**config.mk**
```make
export PLATFORM = sky130hd
export DESIGN_NAME = fp_mult_sequencer_flat
export DESIGN_NICKNAME = d
export VERILOG_FILES = /design/src/rtl/fp_mult_pkg.sv /design/src/rtl/fp_mult_sequencer_if.sv /design/src/rtl/fp_mult_counter.sv /design/src/rtl/fp_mult_sequencer.sv /design/src/flat_wrapper.sv
export SDC_FILE = /design/constraint.sdc
export NUM_CORES = 1
export LEC_CHECK = 0
export BUFFER_PORTS_ARGS = -buffer_cell sky130_fd_sc_hd__buf_2
export CORE_MARGIN = 10
export CORE_UTILIZATION = 30
export DETAILED_ROUTE_END_ITERATION = 8
export GPL_ROUTABILITY_DRIVEN = 0
export HOLD_SLACK_MARGIN = 0.06
export PLACE_DENSITY = 0.5
export REMOVE_ABC_BUFFERS = 1
export SLEW_MARGIN = 20
export SYNTH_ARGS = -nofsm -noshare
export SYNTH_HDL_FRONTEND = slang
export SYNTH_SLANG_ARGS = --single-unit
```
**constraint.sdc**
```tcl
create_clock -name int_clk -period 2 [get_ports int_clk]
set_input_delay 0.1 -clock int_clk [delete_from_list [all_inputs] [get_ports int_clk]]
set_output_delay 0.1 -clock int_clk [all_outputs]
set_load 0.005 [all_outputs]
```
**src/rtl/fp_mult_pkg.sv**
```systemverilog
`default_nettype none
// ============================================================================
// Package  : fp_mult_pkg
// Brief    : Shared constants, state encoding and helpers for the
//            floating-point multiply sequencer.
// Revision : 1.0 - initial release
// ============================================================================
package fp_mult_pkg;

    // Default mantissa width (also shift-add iteration count).
    localparam int c_default_width = 4;

    // Explicit 3-bit state encoding; codes 6 and 7 are unused.
    localparam logic [2:0] c_st_idle = 3'd0;
    localparam logic [2:0] c_st_load = 3'd1;
    localparam logic [2:0] c_st_iter = 3'd2;
    localparam logic [2:0] c_st_exp  = 3'd3;
    localparam logic [2:0] c_st_norm = 3'd4;
    localparam logic [2:0] c_st_done = 3'd5;

    typedef enum logic [2:0] {
        ST_IDLE = c_st_idle,
        ST_LOAD = c_st_load,
        ST_ITER = c_st_iter,
        ST_EXP  = c_st_exp,
        ST_NORM = c_st_norm,
        ST_DONE = c_st_done
    } state_t;

    // Counter width able to hold the value w without wrapping.
    function automatic int cnt_width(input int w);
        return $clog2(w + 1);
    endfunction

endpackage
`default_nettype wire

```
**src/rtl/fp_mult_sequencer_if.sv**
```systemverilog
`default_nettype none
// ============================================================================
// Interface : fp_mult_sequencer_if
// Brief     : Request/response handshake between the operand source and
//             the multiply sequencer.
// Revision  : 1.0 - initial release
// ============================================================================
interface fp_mult_sequencer_if;

    logic req_valid;
    logic req_ready;
    logic resp_valid;
    logic resp_ready;
    logic zero_result;

    // Requester side: presents operands, consumes the result.
    modport master (
        output req_valid,
        output resp_ready,
        input  req_ready,
        input  resp_valid,
        input  zero_result
    );

    // Sequencer side.
    modport slave (
        input  req_valid,
        input  resp_ready,
        output req_ready,
        output resp_valid,
        output zero_result
    );

endinterface
`default_nettype wire

```
**src/rtl/fp_mult_counter.sv**
```systemverilog
`default_nettype none
// ============================================================================
// Module   : fp_mult_counter
// Brief    : Clear/increment counter that saturates at MAX_VAL instead of
//            wrapping. Clear has priority over increment.
// Revision : 1.0 - initial release
// ============================================================================
module fp_mult_counter #(
    parameter int CNT_W   = 3,
    parameter int MAX_VAL = 4
) (
    input  wire logic             clk,
    input  wire logic             rst_n,
    input  wire logic             i_clr,
    input  wire logic             i_inc,
    output logic [CNT_W-1:0]      o_count
);

    localparam logic [CNT_W-1:0] c_max = CNT_W'(MAX_VAL);

    logic [CNT_W-1:0] r_count;

    // Count register: async clear on reset, sync clear, saturating increment.
    always_ff @(posedge clk or negedge rst_n) begin
        if (!rst_n) begin
            r_count <= '0;
        end else if (i_clr) begin
            r_count <= '0;
        end else if (i_inc && (r_count != c_max)) begin
            r_count <= r_count + 1'b1;
        end
    end

    assign o_count = r_count;

endmodule
`default_nettype wire

```
**src/rtl/fp_mult_sequencer.sv**
```systemverilog
`default_nettype none
// ============================================================================
// Module   : fp_mult_sequencer
// Brief    : Control sequencer for a shift-add floating-point mantissa
//            multiplier: operand load, WIDTH shift-add iterations, exponent
//            add, normalisation and result handshake.
// Revision : 1.0 - initial release
// ============================================================================
module fp_mult_sequencer
    import fp_mult_pkg::*;
#(
    parameter int WIDTH = c_default_width
) (
    input  wire logic          int_clk,
    input  wire logic          rst_n,
    fp_mult_sequencer_if.slave bus,
    input  wire logic          mult_lsb,
    input  wire logic          norm_msb,
    output logic               start,
    output logic               load_en,
    output logic               add_en,
    output logic               shift_en,
    output logic               exp_en,
    output logic               norm_shift
);

    localparam int                 c_cnt_w     = cnt_width(WIDTH);
    localparam logic [c_cnt_w-1:0] c_cnt_max   = c_cnt_w'(WIDTH);
    localparam logic [c_cnt_w-1:0] c_icnt_last = c_cnt_w'(WIDTH - 1);

    state_t             r_state;
    state_t             w_state_next;
    logic [c_cnt_w-1:0] w_icnt;
    logic [c_cnt_w-1:0] w_ncnt;
    logic               w_icnt_clr;
    logic               w_icnt_inc;
    logic               w_ncnt_clr;
    logic               w_ncnt_inc;
    logic               w_zero_capture;
    logic               w_zero_clr;
    logic               r_zero_result;
    logic               w_req_ready;
    logic               w_resp_valid;
    logic               w_zero_result;

    // Iteration counter: cleared in LOAD, stepped once per ITER cycle.
    fp_mult_counter #(
        .CNT_W   (c_cnt_w),
        .MAX_VAL (WIDTH)
    ) u_icnt (
        .clk     (int_clk),
        .rst_n   (rst_n),
        .i_clr   (w_icnt_clr),
        .i_inc   (w_icnt_inc),
        .o_count (w_icnt)
    );

    // Normalise counter: cleared in EXP, stepped once per normalise shift.
    fp_mult_counter #(
        .CNT_W   (c_cnt_w),
        .MAX_VAL (WIDTH)
    ) u_ncnt (
        .clk     (int_clk),
        .rst_n   (rst_n),
        .i_clr   (w_ncnt_clr),
        .i_inc   (w_ncnt_inc),
        .o_count (w_ncnt)
    );

    // State register; reset abandons any operation in flight.
    always_ff @(posedge int_clk or negedge rst_n) begin
        if (!rst_n) begin
            r_state <= ST_IDLE;
        end else begin
            r_state <= w_state_next;
        end
    end

    // Zero flag: captured on NORM exit, held through DONE.
    always_ff @(posedge int_clk or negedge rst_n) begin
        if (!rst_n) begin
            r_zero_result <= 1'b0;
        end else if (w_zero_clr) begin
            r_zero_result <= 1'b0;
        end else if (w_zero_capture) begin
            // Exiting with MSB still clear means the shift budget ran out:
            // the product has no set bit.
            r_zero_result <= ~norm_msb;
        end
    end

    // Next-state and output decode. Outputs follow the registered state;
    // add_en (from mult_lsb) and norm_shift (from norm_msb) must react in
    // the same cycle, so those two inputs are the only combinational paths.
    always_comb begin
        w_state_next   = r_state;
        w_req_ready    = 1'b0;
        w_resp_valid   = 1'b0;
        w_zero_result  = 1'b0;
        start          = 1'b0;
        load_en        = 1'b0;
        add_en         = 1'b0;
        shift_en       = 1'b0;
        exp_en         = 1'b0;
        norm_shift     = 1'b0;
        w_icnt_clr     = 1'b0;
        w_icnt_inc     = 1'b0;
        w_ncnt_clr     = 1'b0;
        w_ncnt_inc     = 1'b0;
        w_zero_capture = 1'b0;
        w_zero_clr     = 1'b0;

        case (r_state)
            ST_IDLE: begin
                w_req_ready = 1'b1;
                if (bus.req_valid) begin
                    w_state_next = ST_LOAD;
                end
            end

            ST_LOAD: begin
                start        = 1'b1;
                load_en      = 1'b1;
                w_icnt_clr   = 1'b1;
                w_zero_clr   = 1'b1;
                w_state_next = ST_ITER;
            end

            ST_ITER: begin
                shift_en   = 1'b1;
                add_en     = mult_lsb;
                w_icnt_inc = 1'b1;
                if (w_icnt == c_icnt_last) begin
                    w_state_next = ST_EXP;
                end
            end

            ST_EXP: begin
                exp_en       = 1'b1;
                w_ncnt_clr   = 1'b1;
                w_state_next = ST_NORM;
            end

            ST_NORM: begin
                if (norm_msb || (w_ncnt == c_cnt_max)) begin
                    w_zero_capture = 1'b1;
                    w_state_next   = ST_DONE;
                end else begin
                    norm_shift = 1'b1;
                    w_ncnt_inc = 1'b1;
                end
            end

            ST_DONE: begin
                w_resp_valid  = 1'b1;
                w_zero_result = r_zero_result;
                if (bus.resp_ready) begin
                    w_state_next = ST_IDLE;
                end
            end

            default: begin
                // Unused encodings recover to IDLE on the next edge.
                w_state_next = ST_IDLE;
            end
        endcase
    end

    assign bus.req_ready   = w_req_ready;
    assign bus.resp_valid  = w_resp_valid;
    assign bus.zero_result = w_zero_result;

endmodule
`default_nettype wire
```
**src/flat_wrapper.sv**
```systemverilog
// flat-port wrapper written by rule: the top's interface ports become plain ports
module fp_mult_sequencer_flat import fp_mult_pkg::*;
#(
    parameter int WIDTH = c_default_width
)
  (int_clk, rst_n, mult_lsb, norm_msb, start, load_en, add_en, shift_en, exp_en, norm_shift, bus_req_valid, bus_resp_ready, bus_req_ready, bus_resp_valid, bus_zero_result);
  fp_mult_sequencer_if bus_i ();
  input  wire logic int_clk;
  input  wire logic rst_n;
  input  wire logic mult_lsb;
  input  wire logic norm_msb;
  output logic start;
  output logic load_en;
  output logic add_en;
  output logic shift_en;
  output logic exp_en;
  output logic norm_shift;
  input wire logic [$bits(bus_i.req_valid)-1:0] bus_req_valid;
  input wire logic [$bits(bus_i.resp_ready)-1:0] bus_resp_ready;
  output wire logic [$bits(bus_i.req_ready)-1:0] bus_req_ready;
  output wire logic [$bits(bus_i.resp_valid)-1:0] bus_resp_valid;
  output wire logic [$bits(bus_i.zero_result)-1:0] bus_zero_result;
  assign bus_i.req_valid = bus_req_valid;
  assign bus_i.resp_ready = bus_resp_ready;
  assign bus_req_ready = bus_i.req_ready;
  assign bus_resp_valid = bus_i.resp_valid;
  assign bus_zero_result = bus_i.zero_result;
  fp_mult_sequencer #(.WIDTH(WIDTH)) u_core (.int_clk(int_clk), .rst_n(rst_n), .bus(bus_i), .mult_lsb(mult_lsb), .norm_msb(norm_msb), .start(start), .load_en(load_en), .add_en(add_en), .shift_en(shift_en), .exp_en(exp_en), .norm_shift(norm_shift));
endmodule
```
==> flow_metrics.tcl, run 1 <==
set metrics [dict create \
    grt_pass1_wl_um 2180 \
    holdPathStages 4 \
    grt_overflow 0 \
    hold_viol 0 \
    holdCritStartpoint "norm_msb" \
    postCtsSetupBuffers 0 \
    drt_drc_violations_left 0 \
    cts_sinks 10 \
    hold_path_class "in -> reg" \
    vias_per_cell 4.84 \
    regToRegSetupSlack_ns 0.60 \
    r2r-end "u_core.u_icnt.o_count[0]$_DFFE_PN0P_" \
    cts_tree "done" \
    fin_crit_sh_pct 81.6 \
    synth_top_area_share_pct 38.5 \
    wl_per_cell_um 12.6 \
    stdcell_area_sq_um 751 \
    yosys.area.top_type "dfrtp_1" \
    clock_latency_ns 0.26 \
    grt_start_max_net_pins 15 \
    postSynthAreaPerCell_sq_um 9.28 \
    die_x_um 66.5 \
    startpoint_type "register" \
    antenna_left 0 \
    die_area_sq_um 4430 \
    rr_worst_depth 3 \
    root_buffer "clkbuf_4" \
    cp.required_ns 1.90 \
    cts_buffer_depth 2 \
    start_util_pct 32.4 \
    hpwl_um 1050 \
    htreeDepth 1 \
    endpoint_kind "output port" \
    postPlaceCellArea_sq_um 708 \
    max_freq_mhz 613 \
    die_height_um 66.5 \
    synth_area_leaders "dfrtp_1 39%, ha_1 9.6%, inv_1 4.6%" \
    dr.pass1.iters 4 \
    critPathArrivalTime_ns 1.53 \
    ys_warn_count 0 \
    grtUsageTotal_pct 6.49 \
    fp-row-count 16 \
    min_to "u_core.r_zero_result$_DFFE_PN0P_" \
    finalCriticalPeriod_ns 1.63 \
    rsz0062_at_grt "no" \
    ir_drop_mv 0.460 \
    vias 532 \
    ys_ff_latch 10 \
    setup_violations 0 \
    p_leak_nw 0.383 \
    drive_gt1_share_pct 26.5 \
    numCtsBuffers 3 \
    nNetsFinal 96 \
    outcome "finished, final reports clean" \
    totalPowerFinal_w 0.000945 \
    clk_pin_slew_ns 0.07 \
    port_buffers 14 \
    ioPinCount 15 \
    drt-total-wl_um 1390 \
    areaGrowthSynthToFinish_pct 15.6 \
    grt_pass1_vias 491 \
    crit_fanout 11 \
    power_density_nw_per_um2 1260 \
    cap_violations 0 \
    core_sq_um 2000 \
    worstMarginPinSlew_ns 0.346 \
    ctsResizeCount 0 \
    slew_viol_final 0 \
    setup_tns_ns 0 \
    antenna_found_initial 0 \
    seq_area_frac_synth_pct 38.5 \
    slew-limit-headroom_pct 76.9 \
    r2r-start "u_core.r_state[1]$_DFFE_PN0P_" \
    clock_skew_ns 0.00245 \
    drt-initial-drc-count 16 \
    antenna_cells 0 \
    syn_area_sq_um 649 \
    synth_cells 70 \
    post-route-util_pct 37.5 \
    synth_cell_types 30 \
    path_class "reg -> out" \
]
==> critical path, cell delays in order (launching register included) <==
cell	delay [ns]
dfrtp_1	0.51
or3b_4	0.48
clkinv_4	0.06
and2_1	0.11
buf_2	0.10
==> through the flow <==
stage	instances	hold WS, ns	worst slack [ns]
6_report	110	0.176	0.368
3_5_place_dp	105	-0.0195	0.616
2_1_floorplan	64	-0.196	0.707
3_3_place_gp	105	-0.0220	0.600
4_1_cts	110	0.168	0.343
5_1_grt	110	0.211	0.266
==> worst max-delay path by stage <==
stage,to,slack [ns],startpoint
after floorplan,u_core.u_icnt.o_count[0]$_DFFE_PN0P_,0.71,u_core.r_state[1]$_DFFE_PN0P_
after global placement,u_core.u_icnt.o_count[0]$_DFFE_PN0P_,0.60,u_core.r_state[1]$_DFFE_PN0P_
after detailed placement,u_core.u_icnt.o_count[0]$_DFFE_PN0P_,0.62,u_core.r_state[1]$_DFFE_PN0P_
after CTS,add_en,0.34,u_core.r_state[1]$_DFFE_PN0P_
after global routing,add_en,0.27,u_core.r_state[1]$_DFFE_PN0P_
final,add_en,0.37,u_core.r_state[1]$_DFFE_PN0P_
==> area by class of cell <==
| class | instances | area [sq um] |
|---|---|---|
| Timing Repair Buffer | 16 | 90.1 |
| Sequential cell | 10 | 250 |
| Inverter | 9 | 38.8 |
| Multi-Input combinational cell | 45 | 315 |
| Fill cell | 211 | 1250 |
| Tap cell | 27 | 33.8 |
| Clock buffer | 3 | 22.5 |
==> cells in the mapped netlist, drive strengths merged <==
library cell / count
dfrtp: 10
inv: 8
nand2: 7
buf: 6
ha: 5
o21ai: 4
and2: 3
nand3b: 3
a21oi: 2
and3: 2
mux2i: 2
nand3: 2
nor3: 2
o211ai: 2
or3b: 2
a211oi: 1
a21o: 1
a31oi: 1
clkinv: 1
nand4: 1
nor2: 1
nor2b: 1
o21bai: 1
o31ai: 1
o32ai: 1
==> power by group <==
| group | internal (W) | total [W] | switching, W | leakage, nW |
|---|---|---|---|---|
| sequential | 0.000278 | 0.000395 | 0.000118 | 0.132 |
| combinational | 0.000205 | 0.000414 | 0.000208 | 0.238 |
| clock | 0.0000694 | 0.000136 | 0.0000669 | 0.0138 |
==> routing by layer <==
| layer | track usage (%) | part of all wire (%) | vias to the layer above |
|---|---|---|---|
| met1 | 8.10 | 52 | 250 |
| met4 | 5.24 | 1.4 | 0 |
| li1 | - | - | 263 |
| met5 | 0 | 0 | - |
| met3 | 3.18 | 8.7 | 2 |
| met2 | 8.01 | 38 | 17 |
==> layout by cell type, fill, tap and decap left out, types with 2 or more instances in the layout <==
cell,count
o211ai_1,2
mux2i_1,2
a21oi_1,2
dfrtp_1,10
and2_1,3
ha_1,5
inv_1,8
and3_1,2
clkbuf_4,3
nand3_1,2
o21ai_1,2
o21ai_0,2
buf_2,14
nand3b_1,3
nand2_1,7
dlygate4sd3_1,2
==> what timing repair did <==
| item | CTS | global route |
|---|---|---|
| hold buffers | 2 | 0 |
| endpoints found under the setup margin | 0 | 0 |
| hold endpoints to repair | 11 | 0 |
==> sequential cells by signal (all words and copies together) (netlist names) <==
| signal | count |
|---|---|
| u_core.u_ncnt.o_count | 3 |
| u_core.r_zero_result | 1 |
| u_core.u_icnt.o_count | 3 |
| u_core.r_state | 3 |
==> cells by family (layout without fill, tap and decap cells) <==
family                     count (synthesis)  after routing  synth area share (%)
muxes                                      2              2                  3.08
and+or+nand+nor                           24             24                  21.8
buffers and inverters                     15             28                  12.9
DFF                                       10             10                  38.5
adders and majority gates                  5              5                  9.63
AOI/OAI and AO/OA                         14             14                  14.1
Note: power is estimated with default switching activity, not from simulation.
==> run 2, diff against run 1 <==
--- a/config.mk
+++ b/config.mk
@@ -5,13 +5,14 @@
 export SDC_FILE = /design/constraint.sdc
 export NUM_CORES = 1
 export LEC_CHECK = 0
+export ABC_AREA = 1
 export BUFFER_PORTS_ARGS = -buffer_cell sky130_fd_sc_hd__buf_2
 export CORE_MARGIN = 10
 export CORE_UTILIZATION = 30
 export DETAILED_ROUTE_END_ITERATION = 8
 export GPL_ROUTABILITY_DRIVEN = 0
 export HOLD_SLACK_MARGIN = 0.06
-export PLACE_DENSITY = 0.5
+export PLACE_DENSITY = 0.49
 export REMOVE_ABC_BUFFERS = 1
 export SLEW_MARGIN = 20
 export SYNTH_ARGS = -nofsm -noshare
==> constraint.sdc (replaced) <==
create_clock -name int_clk -period 1.65 [get_ports int_clk]
set_input_delay 0.0825 -clock int_clk [delete_from_list [all_inputs] [get_ports int_clk]]
set_output_delay 0.0825 -clock int_clk [all_outputs]
set_load 0.005 [all_outputs]
==> run 2 against run 1 <==
Net effect:
- synthesized cell count grew 16%
- largest power group unchanged
- via count up 0.75%
- sequential power is 9.6% higher
- cell count up 15%
- first-iteration DRC count shrank 44%
- clock power grew 63%
- count of clock-buffer cells in the layout is 1 higher
- critical endpoint is now norm_shift
- synthesized area up 2.9%
==> flow_metrics.tcl, run 2 <==
set metrics [dict create \
    dr.pass1.iters 2 \
    ioPinCount 15 \
    startpoint_type "register" \
    rsz0062_at_grt "no" \
    setup_tns_ns 0 \
    p_leak_nw 0.479 \
    antenna_cells 0 \
    setup_slack_ns 0.204 \
    async_reset_ff_share_pct 100 \
    setup_violations 0 \
    grt_pass1_vias 567 \
    drive_gt1_share_pct 36.4 \
    final_cell_mix "14 x inv_1, 14 x buf_2, 13 x nand2_1, 10 x dfrtp_1" \
    grt_overflow 0 \
    nNetsFinal 111 \
    yosys_most_used_dff "dfrtp_1" \
    syn_area_sq_um 668 \
    outcome "finished, final reports clean" \
    path_class "reg -> out" \
    grt_pass1_wl_um 2380 \
    cts_buffer_depth 2 \
    cts_tree "done" \
    hpwl_um 1100 \
    dp.cells 122 \
    clk_pin_slew_ns 0.07 \
    die_x_um 67.2 \
    hold_viol 0 \
    die_area_sq_um 4510 \
    use_met2_pct 9.95 \
    fp-row-count 17 \
    synthTopCellsByCount "14 x inv_1, 14 x nand2_1, 10 x dfrtp_1" \
    ys_warn_count 0 \
    pre_cts_ws_ns 0.305 \
    hold_path_class "in -> reg" \
    totalPowerFinal_w 0.00129 \
    worstMarginPinSlew_ns 0.280 \
    core_sq_um 2170 \
    drt-total-wl_um 1300 \
    numCtsBuffers 3 \
    cts_sinks 10 \
    crit_fanout 7 \
    htreeDepth 1 \
    max_freq_mhz 692 \
    cp.required_ns 1.57 \
    cap_violations 0 \
    power_density_nw_per_um2 1590 \
    finalCriticalPeriod_ns 1.45 \
    fin_crit_sh_pct 87.6 \
    ir_drop_mv 0.899 \
    clock_latency_ns 0.26 \
    seq_area_frac_synth_pct 37.5 \
    critPathArrivalTime_ns 1.36 \
    grt_start_max_net_pins 11 \
    drt-initial-drc-count 9 \
    synth_area_leaders "dfrtp_1 37%, ha_1 9.4%, inv_1 7.9%" \
    clock_skew_ns 0.00479 \
    die_height_um 67.2 \
    slew_viol_final 0 \
    start_util_pct 30.8 \
    postSynthAreaPerCell_sq_um 8.25 \
    grt_util_met1_pct 8.21 \
    antenna_found_initial 0 \
    vias 536 \
    use_met3_pct 3.31 \
    port_buffers 14 \
    grtUsageTotal_pct 6.89 \
    ys_ff_latch 10 \
    final_cells 127 \
    nFillCells 243 \
    yosys.area.top_type "dfrtp_1" \
    grt-busiest-layer "met2" \
    endpoint_kind "output port" \
    drt_drc_violations_left 0 \
    synth_edf_count 0 \
    wl_per_cell_um 10.3 \
    post-route-util_pct 37.5 \
    synth_top_area_share_pct 37.5 \
    vias_per_cell 4.22 \
    slew-limit-headroom_pct 81.3 \
    areaGrowthSynthToFinish_pct 21.9 \
    root_buffer "clkbuf_4" \
    antenna_left 0 \
    synth_cell_types 20 \
    synth_cells 81 \
]
run 2: kinds of logic (layout without fill, tap and decap cells):
| logic type | Yosys count | after routing | share of synthesized area, % |
|---|---|---|---|
| flip-flops | 10 | 10 | 37.5 |
| buffers and inverters | 19 | 37 | 11.2 |
| AND/OR/NAND/NOR | 38 | 38 | 33.5 |
| adder cells (fa/ha/maj) | 5 | 5 | 9.36 |
| AO/OA/AOI/OAI | 9 | 9 | 8.43 |
run 2: power by group:
group,internal (W),total (W),leakage (nW),switching [W]
Sequential,0.000335,0.000433,0.131,0.0000973
Combinational,0.000257,0.000638,0.327,0.000381
Clock,0.000134,0.000222,0.0210,0.0000878
run 2: final timing paths:
path,start,endpoint,slack (ns),cells after the start
worst max-delay path,u_core.u_ncnt.o_count[0]$_DFFE_PN0P_,norm_shift,0.20,6
worst min-delay path,bus_resp_ready,u_core.r_state[0]$_DFFE_PN0P_,0.07,4
worst max register to register,u_core.u_icnt.o_count[0]$_DFFE_PN0P_,u_core.r_state[0]$_DFFE_PN0P_,0.38,6
worst min register to register,u_core.r_zero_result$_DFFE_PN0P_,u_core.r_zero_result$_DFFE_PN0P_,0.52,2
max in group asynchronous,rst_n,u_core.u_icnt.o_count[1]$_DFFE_PN0P_,1.25,2
min in group asynchronous,rst_n,u_core.r_zero_result$_DFFE_PN0P_,0.20,2
run 2: layout make-up:
cell class / instances / area, sq um / area share [%]
Tap cell: 28 / 35.0 / 4.30
Timing Repair Buffer: 15 / 80.1 / 9.83
Sequential cell: 10 / 250 / 30.7
Clock buffer: 4 / 36.3 / 4.45
Inverter: 18 / 67.6 / 8.29
Multi-Input combinational cell: 52 / 345 / 42.4
run 2: what timing repair did:
action | in CTS | in global routing
buffers inserted | 0 | 0
gates resized for setup | 0 | 1
setup endpoints to repair | 0 | 1
hold buffers | 1 | 0
endpoints found under the hold margin | 10 | 0
run 2: metrics by stage:
stage | hold WS (ns) | cell area (sq um)
after CTS | 0.0629 | 812
final | 0.0690 | 815
after global placement | -0.0365 | 766
after detailed placement | -0.0373 | 766
after global routing | 0.0667 | 815
after floorplan | -0.213 | 661
run 2: layer usage:
layer | wire length (um) | vias up
li1 | - | 287
met1 | 622 | 233
met2 | 579 | 12
met3 | 87 | 4
met4 | 13 | 0
met5 | 0 | -
run 2: worst max-delay path: stages, from the launching register on:
cell and delay (ns):
dfrtp_1 0.38, inv_1 0.07, ha_1 0.19, nand2_1 0.07, nand2_2 0.10, nor2_8 0.15, buf_2 0.14
==> run 3, diff against run 2 <==
--- a/config.mk
+++ b/config.mk
@@ -6,13 +6,14 @@
 export NUM_CORES = 1
 export LEC_CHECK = 0
 export ABC_AREA = 1
-export BUFFER_PORTS_ARGS = -buffer_cell sky130_fd_sc_hd__buf_2
 export CORE_MARGIN = 10
 export CORE_UTILIZATION = 30
+export CTS_BUF_LIST = sky130_fd_sc_hd__clkbuf_4
 export DETAILED_ROUTE_END_ITERATION = 8
+export DONT_BUFFER_PORTS = 1
 export GPL_ROUTABILITY_DRIVEN = 0
 export HOLD_SLACK_MARGIN = 0.06
-export PLACE_DENSITY = 0.49
+export PLACE_DENSITY = 0.44
 export REMOVE_ABC_BUFFERS = 1
 export SLEW_MARGIN = 20
 export SYNTH_ARGS = -nofsm -noshare
==> run 3 against run 2 <==
Net effect:
- routed wire length rose by 1.5%
- critical path type unchanged
- critical path depth shrank 1
- hold slack improved by 0.073 ns
- cell count is 9.4% lower
- flip-flop and latch count did not move
- critical endpoint unchanged
- register-to-register slack worse by 0.07 ns
- clock skew is 0.0035 ns lower
==> flow_metrics.tcl, run 3 (synthesis results as in run 2) <==
set metrics [dict create \
    hold_path_class "in -> reg" \
    final_cells 115 \
    crit_fanout 7 \
    ctsResizeCount 0 \
    cts_tree "done" \
    areaGrowthSynthToFinish_pct 12.5 \
    slew_viol_final 0 \
    dp.cells 108 \
    grt_pass1_wl_um 2290 \
    fp-row-count 17 \
    critPathArrivalTime_ns 1.31 \
    pre_cts_ws_ns 0.322 \
    nFillCells 235 \
    setup_violations 0 \
    drt-total-wl_um 1320 \
    antenna_found_initial 0 \
    cts_buffer_depth 2 \
    slowest_delay_ns 0.37 \
    drive_gt1_share_pct 23.0 \
    vias 494 \
    rsz0062_at_grt "no" \
    startpoint_type "register" \
    grtUsageTotal_pct 7.02 \
    critPathMostFrequentCell "nand2_1" \
    fin_crit_sh_pct 84.4 \
    outcome "finished, final reports clean" \
    cap_violations 0 \
    hold_viol 0 \
    postCtsSetupBuffers 0 \
    die_height_um 67.2 \
    stdcell_area_sq_um 752 \
    numCtsBuffers 3 \
    grt_pass1_vias 490 \
    dr.pass1.iters 4 \
    die_x_um 67.2 \
    clock_latency_ns 0.27 \
    nNetsFinal 99 \
    final_cell_mix "14 x inv_1, 14 x nand2_1, 10 x dfrtp_1, 6 x nand3_1, 6 x nor2_1" \
    grt_start_max_net_pins 11 \
    antenna_cells 0 \
    vias_per_cell 4.30 \
    drt_drc_violations_left 0 \
    wl_per_cell_um 11.5 \
    power_density_nw_per_um2 1580 \
    holdBufCountCts 3 \
    ir_drop_mv 0.634 \
    postPlaceCellArea_sq_um 696 \
    crit_buf_inv 1 \
    max_freq_mhz 718 \
    worstMarginPinSlew_ns 0.490 \
    slowest_stage "dfrtp_1" \
    port_buffers 0 \
    endpoint_kind "output port" \
    ioPinCount 15 \
    crit_family "simple AND/OR/NAND/NOR gates" \
    crit_chain "inv_1 > ha_1 > nand2_1 > nand2_1 > nor2_8" \
    grt_overflow 0 \
    cts_sinks 10 \
    setup_tns_ns 0 \
    root_buffer "clkbuf_4" \
    clock_skew_ns 0.00126 \
    clk_pin_slew_ns 0.07 \
    cp.required_ns 1.57 \
    antenna_left 0 \
    start_util_pct 30.8 \
    totalPowerFinal_w 0.00119 \
    core_sq_um 2170 \
    setup_slack_ns 0.257 \
    hpwl_um 1050 \
    die_area_sq_um 4510 \
    path_class "reg -> out" \
    finalCriticalPeriod_ns 1.39 \
    drt-initial-drc-count 8 \
    slew-limit-headroom_pct 67.2 \
    p_leak_nw 0.417 \
    htreeDepth 1 \
]
==> run 3: cell count changes in the layout (fill, tap and decap cells not counted) <==
| cell | change |
|---|---|
| clkbuf_8 | -1 |
| buf_2 | -14 |
| clkinv_1 | +1 |
| dlygate4sd3_1 | +2 |
| nand2_1 | +1 |
| nand2_2 | -1 |
==> run 3: power by group <==
group          total [W]  internal, W  switching, W
Clock           0.000184    0.0000876     0.0000965
Sequential      0.000430     0.000335     0.0000949
Combinational   0.000576     0.000207      0.000369
Total            0.00119     0.000629      0.000561
==> run 3: worst paths after layout <==
kind,start,endpoint,slack (ns),cells past startpoint
setup / recovery,u_core.u_ncnt.o_count[0]$_DFFE_PN0P_,norm_shift,0.26,5
max in group asynchronous,rst_n,u_core.r_state[0]$_DFFE_PN0P_,1.12,1
hold reg to reg,u_core.r_zero_result$_DFFE_PN0P_,u_core.r_zero_result$_DFFE_PN0P_,0.53,2
hold / removal,bus_req_valid,u_core.r_state[0]$_DFFE_PN0P_,0.14,4
min in group asynchronous,rst_n,u_core.u_ncnt.o_count[0]$_DFFE_PN0P_,0.21,1
setup reg to reg,u_core.u_ncnt.o_count[0]$_DFFE_PN0P_,u_core.u_ncnt.o_count[2]$_DFFE_PN0P_,0.31,8
==> run 3: tightest hold or removal path, cell delays in order <==
cell and delay [ns]:
nor2_1 0.03, nor2_2 0.11, nand3_1 0.09, nand2_1 0.06
==> run 3: area by class of cell <==
| cell class | count | area (sq um) | area share, % |
|---|---|---|---|
| clock inverter | 1 | 3.75 | 0.499 |
| tap | 28 | 35.0 | 4.66 |
| sequential | 10 | 250 | 33.3 |
| timing repair buffer | 3 | 30.0 | 3.99 |
| multi-input combinational | 52 | 343 | 45.6 |
| inverter | 18 | 67.6 | 8.99 |
| clock buffer | 3 | 22.5 | 3.00 |
==> run 3: per-stage QoR <==
stage          utilization, %  hold slack [ns]
2_1_floorplan               -           -0.213
4_1_cts                  34.7            0.133
3_3_place_gp             32.1           -0.213
5_1_grt                  34.7            0.167
6_report                 34.7            0.142
3_5_place_dp             32.1           -0.213
==> run 3: per-layer routing <==
layer / vias to the layer above / GRT usage [%] / wire length, um
met5: - / 0 / 0
met4: 0 / 4.62 / 31
met3: 5 / 4.13 / 88
met2: 10 / 10.7 / 609
met1: 218 / 7.23 / 593
li1: 261 / - / -
